===== src/rtl/uart_fifo_tx.sv =====
// ----------------------------------------------------------------------------
// uart_fifo_tx
//   UART transmitter that pulls bytes from a first-word-fall-through FIFO.
//   It sends one start bit (0), DBITS data bits LSB first and one stop bit (1).
//   Each bit is held for CLKS_PER_BIT clocks. When the FIFO has data at the
//   last cycle of a stop bit, the next word is popped and its start bit begins
//   on that same edge, so back-to-back frames have no idle gap.
//
// Parameters
//   CLKS_PER_BIT : clock cycles per serial bit (2..65535)
//   DBITS        : data bits per frame, equal to the FIFO data width
//
// Ports
//   CLK_I     in   clock; every state change happens on its rising edge
//   RST_I     in   asynchronous active-high reset; aborts any frame at once
//   EMPTY_I   in   FIFO empty flag
//   R_DATA_I  in   FIFO head word, valid while EMPTY_I=0
//   RE_O      out  FIFO pop strobe (combinational)
//   TX_O      out  serial line, idle high, registered
//   BUSY_O    out  high whenever the FSM is not idle
//   DONE_O    out  one-cycle registered pulse after each stop bit completes
// ----------------------------------------------------------------------------
module uart_fifo_tx #(
  parameter int CLKS_PER_BIT = 4,
  parameter int DBITS        = 8
) (
  input  logic             CLK_I,
  input  logic             RST_I,
  input  logic             EMPTY_I,
  input  logic [DBITS-1:0] R_DATA_I,
  output logic             RE_O,
  output logic             TX_O,
  output logic             BUSY_O,
  output logic             DONE_O
);

  // A counter needs at least one bit, even when the range it covers is 1.
  localparam int BW = (CLKS_PER_BIT > 1) ? $clog2(CLKS_PER_BIT) : 1;
  localparam int IW = (DBITS > 1) ? $clog2(DBITS) : 1;

  localparam logic [BW-1:0] BAUD_LAST = BW'(CLKS_PER_BIT - 1);
  localparam logic [IW-1:0] IDX_LAST  = IW'(DBITS - 1);

  localparam logic [1:0] S_IDLE  = 2'd0;
  localparam logic [1:0] S_START = 2'd1;
  localparam logic [1:0] S_DATA  = 2'd2;
  localparam logic [1:0] S_STOP  = 2'd3;

  logic [1:0]       state_q, state_d;
  logic [BW-1:0]    baud_q, baud_d;
  logic [IW-1:0]    idx_q, idx_d;
  logic [DBITS-1:0] shift_q, shift_d;
  logic             tx_q, tx_d;
  logic             done_q, done_d;

  logic baud_last;
  assign baud_last = (baud_q == BAUD_LAST);

  // The pop is gated by reset directly so that no word is consumed while
  // reset is asserted, even though the state registers are already cleared.
  assign RE_O = !RST_I && !EMPTY_I &&
                ((state_q == S_IDLE) || ((state_q == S_STOP) && baud_last));

  // NOTE: every next-state value gets a default first, so no path leaves a
  // variable unassigned and no latch is inferred.
  always_comb begin
    state_d = state_q;
    baud_d  = baud_q;
    idx_d   = idx_q;
    shift_d = shift_q;
    tx_d    = tx_q;
    done_d  = 1'b0;

    case (state_q)
      S_IDLE: begin
        tx_d = 1'b1;
        if (RE_O) begin
          state_d = S_START;
          shift_d = R_DATA_I;
          baud_d  = '0;
          idx_d   = '0;
          tx_d    = 1'b0;
        end
      end

      S_START: begin
        if (baud_last) begin
          state_d = S_DATA;
          baud_d  = '0;
          tx_d    = shift_q[0];
        end else begin
          baud_d = baud_q + 1'b1;
        end
      end

      S_DATA: begin
        if (baud_last) begin
          baud_d = '0;
          if (idx_q == IDX_LAST) begin
            state_d = S_STOP;
            tx_d    = 1'b1;
          end else begin
            // Shift right so the next data bit is always at position 0.
            idx_d   = idx_q + 1'b1;
            shift_d = shift_q >> 1;
            tx_d    = shift_d[0];
          end
        end else begin
          baud_d = baud_q + 1'b1;
        end
      end

      S_STOP: begin
        if (baud_last) begin
          done_d = 1'b1;
          baud_d = '0;
          if (RE_O) begin
            // Back-to-back: the next start bit begins on this same edge.
            state_d = S_START;
            shift_d = R_DATA_I;
            idx_d   = '0;
            tx_d    = 1'b0;
          end else begin
            state_d = S_IDLE;
            tx_d    = 1'b1;
          end
        end else begin
          baud_d = baud_q + 1'b1;
        end
      end

      default: begin
        state_d = S_IDLE;
        tx_d    = 1'b1;
      end
    endcase
  end

  // NOTE: sequential state uses non-blocking assignments only, so every
  // register samples the values from before the edge.
  always_ff @(posedge CLK_I or posedge RST_I) begin
    if (RST_I) begin
      state_q <= S_IDLE;
      baud_q  <= '0;
      idx_q   <= '0;
      shift_q <= '0;
      tx_q    <= 1'b1;
      done_q  <= 1'b0;
    end else begin
      state_q <= state_d;
      baud_q  <= baud_d;
      idx_q   <= idx_d;
      shift_q <= shift_d;
      tx_q    <= tx_d;
      done_q  <= done_d;
    end
  end

  assign TX_O   = tx_q;
  assign BUSY_O = (state_q != S_IDLE);
  assign DONE_O = done_q;

endmodule


===== config.mk =====
export PLATFORM = sky130hd
export DESIGN_NAME = uart_fifo_tx
export DESIGN_NICKNAME = d
export VERILOG_FILES = /design/src/rtl/uart_fifo_tx.sv
export SDC_FILE = /design/constraint.sdc
export NUM_CORES = 1
export LEC_CHECK = 0
export CAP_MARGIN = 5
export CORE_MARGIN = 5
export CORE_UTILIZATION = 47
export CTS_CLUSTER_DIAMETER = 30
export CTS_CLUSTER_SIZE = 30
export DETAILED_ROUTE_END_ITERATION = 7
export PLACE_DENSITY = 0.74
export SLEW_MARGIN = 20
export SYNTH_ARGS = -nofsm -noshare
export SYNTH_HDL_FRONTEND = slang
export SYNTH_SLANG_ARGS = --single-unit

===== constraint.sdc =====
create_clock -name CLK_I -period 1.53 [get_ports CLK_I]
set_input_delay 0.153 -clock CLK_I [delete_from_list [all_inputs] [get_ports CLK_I]]
set_output_delay 0.153 -clock CLK_I [all_outputs]
set_load 0.03 [all_outputs]

## Word level (Yosys, flattened, before mapping)

Cells that the tools add are included.
W data, S select, Z words.

| cells by class | value |
|---|---|
| add/sub/neg operators | 2 |
| eq/ne operators | 11 |
| multiplexer cells | 28 |
| reduce and logical (&&, ||, !) cells | 13 |

Operators by type and width:

| operator | number |
|---|---|
| $mux W8 | 4 |
| $pmux W8 S3 | 1 |
| $mux W2 | 7 |
| $mux W3 | 4 |
| $ne A2 B2 Y1 const B | 6 |
| $pmux W3 S3 | 1 |
| $mux W1 | 8 |
| $pmux W2 S4 | 1 |
| $eq A2 B2 Y1 const B | 3 |
| $reduce_and A5 Y1 | 1 |
| $pmux W1 S4 | 1 |
| $pmux W2 S2 | 1 |
| $reduce_and A4 Y1 | 1 |
| $add A3 B1 Y3 const B | 1 |
| $eq A3 B3 Y1 const B | 1 |
| $logic_and A1 B1 Y1 | 3 |
| $reduce_and A3 Y1 | 1 |
| $reduce_bool A3 Y1 | 1 |
| $reduce_or A3 Y1 | 1 |
| $add A2 B1 Y2 const B | 1 |
| $eq A2 B1 Y1 const B | 1 |
| $logic_not A1 Y1 | 2 |
| $logic_not A2 Y1 | 1 |
| $reduce_bool A2 Y1 | 1 |
| $logic_or A1 B1 Y1 | 1 |

| storage, ports and cells | value |
|---|---|
| register bits | 17 |
| bits of input ports | 11 |
| output and inout port bits | 4 |
| logic and storage cells | 60 |

## Longest topological paths before layout

| depth | value |
|---|---|
| depth after elaboration | 7 |
| gate-level depth with buffers | 7 |
| gate-level depth less buffers | 6 |

## Least setup slack after synthesis

No wires, ideal clock.

| timing path | value |
|---|---|
| path type | register -> register |
| from | register state_q[0] |
| to | register shift_q[0] |
| library setup time | 121 ps |
| arrival | 1464 ps |
| required time | 1409 ps |
| setup slack | -55 ps |
| cell stages (with the launch flop) | 8 |
| buffers on the path | 1 |
| period minus slack after synthesis | 1585 ps |
| cells stage by stage | dfrtp_1 -> inv_1 -> ha_1 -> a21oi_2 -> nor3_4 -> buf_6 -> a31o_2 -> a22o_1 |

| between the ends | value |
|---|---|
| word-level cells in the longest chain between the ends | 7 |
| elaborated cells between the ends (all ways) | 14 |
| those cells by class | eq/ne: 5; mux: 3; reduce/logical: 6 |

RTL lines:

| item | RTL line | source |
|---|---|---|
| from (decl) | 49 | `logic [1:0] state_q, state_d;` |
| from (signal assigned) | 150 | `state_q <= state_d;` |
| $eq A2 B2 Y1 | 62 | `((state_q == S_IDLE) \|\| ((state_q == S_STOP) && baud_last));` |
| $logic_and A1 B1 Y1 | 62 |  |
| $logic_or A1 B1 Y1 * | 62 |  |
| $logic_and A1 B1 Y1 * | 61 | `assign RE_O = !RST_I && !EMPTY_I &&` |
| named net RE_O | 31 | `output logic RE_O,` |
| $mux W8 * | - |  |
| $mux W8 | - |  |
| $pmux W8 S3 * | 74 | `case (state_q)` |
| to (signal assigned) | 153 | `shift_q <= shift_d;` |
| to (decl) | 52 | `logic [DBITS-1:0] shift_q, shift_d;` |

The timed path passes the listed nets; every way through them passes the cells marked *. The select of a mux whose other input is x is not followed.
A chain may end at the register's enable or synchronous reset.

## Worst setup path in the final report

| timing path | value |
|---|---|
| from | register state_q[0] |
| to | register shift_q[7] |

| between the ends | value |
|---|---|
| word-level cells in the longest chain between the ends | 7 |
| elaborated cells between the ends (all ways) | 14 |
| those cells by class | eq/ne: 5; mux: 3; reduce/logical: 6 |

RTL lines:

| item | RTL line |
|---|---|
| $eq A2 B2 Y1 | 62, 74 |
| $logic_and A1 B1 Y1 | 62 |
| $logic_or A1 B1 Y1 | 62 |
| $logic_and A1 B1 Y1 | 61 |
| $mux W8 (2 in series) | - |
| $pmux W8 S3 | 74 |

Several ways; a longest one is shown, not always the timed one. The select of a mux whose other input is x is not followed.

==> impl_metrics.csv <==
group,metric,value,unit
run_status,status,"complete, but fails checks",
run_status,violations,"setup timing",
detailed_routing,via_count,1033,
yosys,syn_inst,85,
yosys,netlist_area,972,sq um
finish,final-instance-count-excl-fill,165,
setup_path,critPathKind,"flop to flop",
setup_path,critPathSlowestCell,"nor4_1",
setup_path,critPathMaxStageDelay,480,ps
sta,max_freq,0.561,GHz
detailed_routing,dr.first_iter.drc_count,70,
yosys,ys_types,26,
finish,nets,158,
pwr,ir_drop,1860,uV
clock_tree,clock_path_buffers,2,
clock_tree,cts_tree,"built",
setup_path,endpoint_kind,"flop",
setup_path,cp.depth,6,
sta,skew,2.60,ps
min_path,worstHoldPathType,"primary input to asynchronous set/reset pin",
setup_path,critPathLaunchType,"flop",
setup_path,crit_path_start,"state_q[0]",
global_route,grt_max_degree,11,
setup_path,r2r_end,"shift_q[7]",
setup_path,path_cells,"inv_4, buf_12, ha_4, buf_6, nor4_1, a32o_1",
finish,area_delta_synth_final,83.4,%
floorplan,rows,16,
global_route,overflow,0,
place,gp_congestion,0.810,
sta,fin_crit,1780,ps
yosys,synth-edff-count,0,
setup_path,critPathRequiredTime,1770,ps
place,placed_area,1300,sq um
detailed_routing,drtPass1Iterations,4,
clock_tree,cts_root_buf,"clkbuf_4",
sta,tightest_slew,501,ps
detailed_routing,wl_per_cell,24.5,um
setup_path,timing.reg2reg.worst_path_depth,6,
yosys,syn-num-nets,104,
yosys,synth-seq-area-share,43.9,%
sta,hold_viol_final,0,
setup_path,crit_buf_inv,3,
sta,rsz0062_at_grt,"true",
floorplan,die_x,55.5,um
yosys,syn_avg_cell_area,11.4,sq um
sta,fin_crit_sh,116,%
run,maxCapViolCount,0,
floorplan,dieArea,3080,sq um
clock_tree,cts_sinks,17,
yosys,async_flop_share,100,%
global_route,first_global_vias,1009,
global_route,antenna_found_initial,0,
yosys,synth_warnings,0,
finish,stdcell_area,1780,sq um
sta,slew_headroom,66.3,%
sta,setup_slack,-252,ps
setup_path,critPathTopFamily,"simple AND/OR/NAND/NOR gates",
detailed_routing,routed_wirelength,4040,um
pwr,power.density,2350,nW/um^2
place,dpl.hpwl,1750,um
floorplan,coreArea,1960,sq um
place,dp.cells,144,
detailed_routing,viasPerCell,6.26,
setup_path,r2r-start,"state_q[0]",
setup_path,reg2reg_slack,-250,ps
floorplan,ios,15,
clock_tree,h-tree-depth,1,
detailed_routing,drtAntennaViolNets,0,
sta,finalMaxSlewViolations,0,
finish,diodes,0,
setup_path,setup.worst_path.end,"shift_q[7]",
yosys,ys_ff_latch,17,
yosys,synth-main-ff-cell,"dfrtp_1",
pwr,leakagePower,0.776,nW
clock_tree,clk_latency,290,ps
setup_path,arrival,2020,ps
global_route,grt_pass1_wl,5220,um
sta,setup_violations,16,
global_route,track_usage,21.9,%
clock_tree,clk_pin_slew,110,ps
detailed_routing,drc,0,
floorplan,initial_core_util,49.6,%
floorplan,die_h,55.5,um
clock_tree,cts-buffers-inserted,3,
setup_path,crit_fanout,6,
finish,final_layout_size_suffix_gt1_share,61.6,%
place,port_buffers,14,
place,pre_cts_slack,-193,ps
-- where the power goes --
group | total [mW] | switching (mW) | internal, mW
combinational | 3.13 | 1.51 | 1.62
sequential | 0.812 | 0.162 | 0.650
clock | 0.256 | 0.159 | 0.0971
-- logic make-up (layout without fill, tap and decap cells) --
logic type	after synthesis	after routing	share of synthesized area, %
compound gates	31	32	25.9
fa+ha+maj	8	8	10.3
mux	4	4	4.50
flops	17	17	43.9
buf+inv	11	63	5.92
simple gates	14	14	9.52
-- placed cells by master (no fill, tap or decap), drive strengths merged --
cell and n:
dfstp 1, nor2 2, o22ai 1, dlygate4sd2 1
o2bb2ai 1, a21oi 7, and2 8, mux2 3
buf 39, dfrtp 16, clkinv 1, a31o 7
a32o 1, a22o 9, nor4 2, ha 8
nor3 2, o221ai 3, o21a 2, clkbuf 3
o21ai 1, clkdlybuf4s50 11, inv 8, mux2i 1
-- how the worst min path moves through the flow --
stage | start | end | slack, ps | depth (start not counted)
floorplan | RST_I | DONE_O | 80 | 1
global placement | shift_q[6] | shift_q[6] | 480 | 1
detailed placement | shift_q[6] | shift_q[6] | 490 | 1
CTS | RST_I | shift_q[0] | 390 | 3
global route | RST_I | shift_q[0] | 440 | 3
finish | RST_I | shift_q[0] | 430 | 3
-- synth_stat cells (2+ instances only) --
master / number / area share (%)
dfrtp_1: 16 / 41
a22o_1: 9 / 8.1
ha_1: 8 / 10
a31o_2: 7 / 6.3
and2_1: 7 / 4.5
inv_1: 6 / 2.3
a21oi_1: 5 / 2.6
mux2_2: 3 / 3.5
a21oi_2: 2 / 1.8
buf_6: 2 / 2.3
inv_2: 2 / 0.77
nor2_1: 2 / 0.77
nor4_1: 2 / 1.3
o21a_1: 2 / 1.5
-- state kept, by name (all words and copies together) (netlist names) --
register / cells
DONE_O: 1
TX_O: 1
shift_q: 8
idx_q: 3
state_q: 2
baud_q: 2
-- metal layers --
metal | vias up | part of all wire [%] | GRT usage, %
li1 | 428 | - | -
met1 | 507 | 39 | 25.4
met2 | 68 | 48 | 38.7
met3 | 30 | 7.2 | 3.96
met4 | 0 | 6.0 | 10.1
met5 | - | 0 | 0
-- what timing repair did --
action                     in CTS  in global routing
pin swaps                      16                 18
setup buffers                  10                  6
gates cloned                    2                  0
hold buffers                    0                  0
setup endpoints to repair      17                 15
gates resized for setup        34                 24
-- worst register-to-register path, cell delays in order (launching register included) --
cell	delay [ps]
dfrtp_2	460
inv_4	80
buf_12	130
ha_4	190
buf_6	150
nor4_1	480
a32o_1	240
-- final cells by class --
cell class / instances / area (sq um)
multi-input combinational: 58 / 754
fill: 71 / 179
clock inverter: 1 / 5.00
sequential: 17 / 429
tap: 27 / 33.8
clock buffer: 3 / 22.5
timing repair buffer: 51 / 498
inverter: 8 / 40.0
-- through the flow --
step / utilization (%) / hold WS [ps] / power, mW / TNS, ps
2_1_floorplan: - / 78.3 / 1.90 / -29.3
3_3_place_gp: 66.1 / 480 / 2.43 / -943
3_5_place_dp: 66.1 / 487 / 2.50 / -1840
4_1_cts: 81.8 / 387 / 3.39 / -1680
5_1_grt: 90.9 / 445 / 4.36 / -3250
6_report: 90.9 / 431 / 4.20 / -2780
Note: power is estimated with default switching activity, not from simulation.
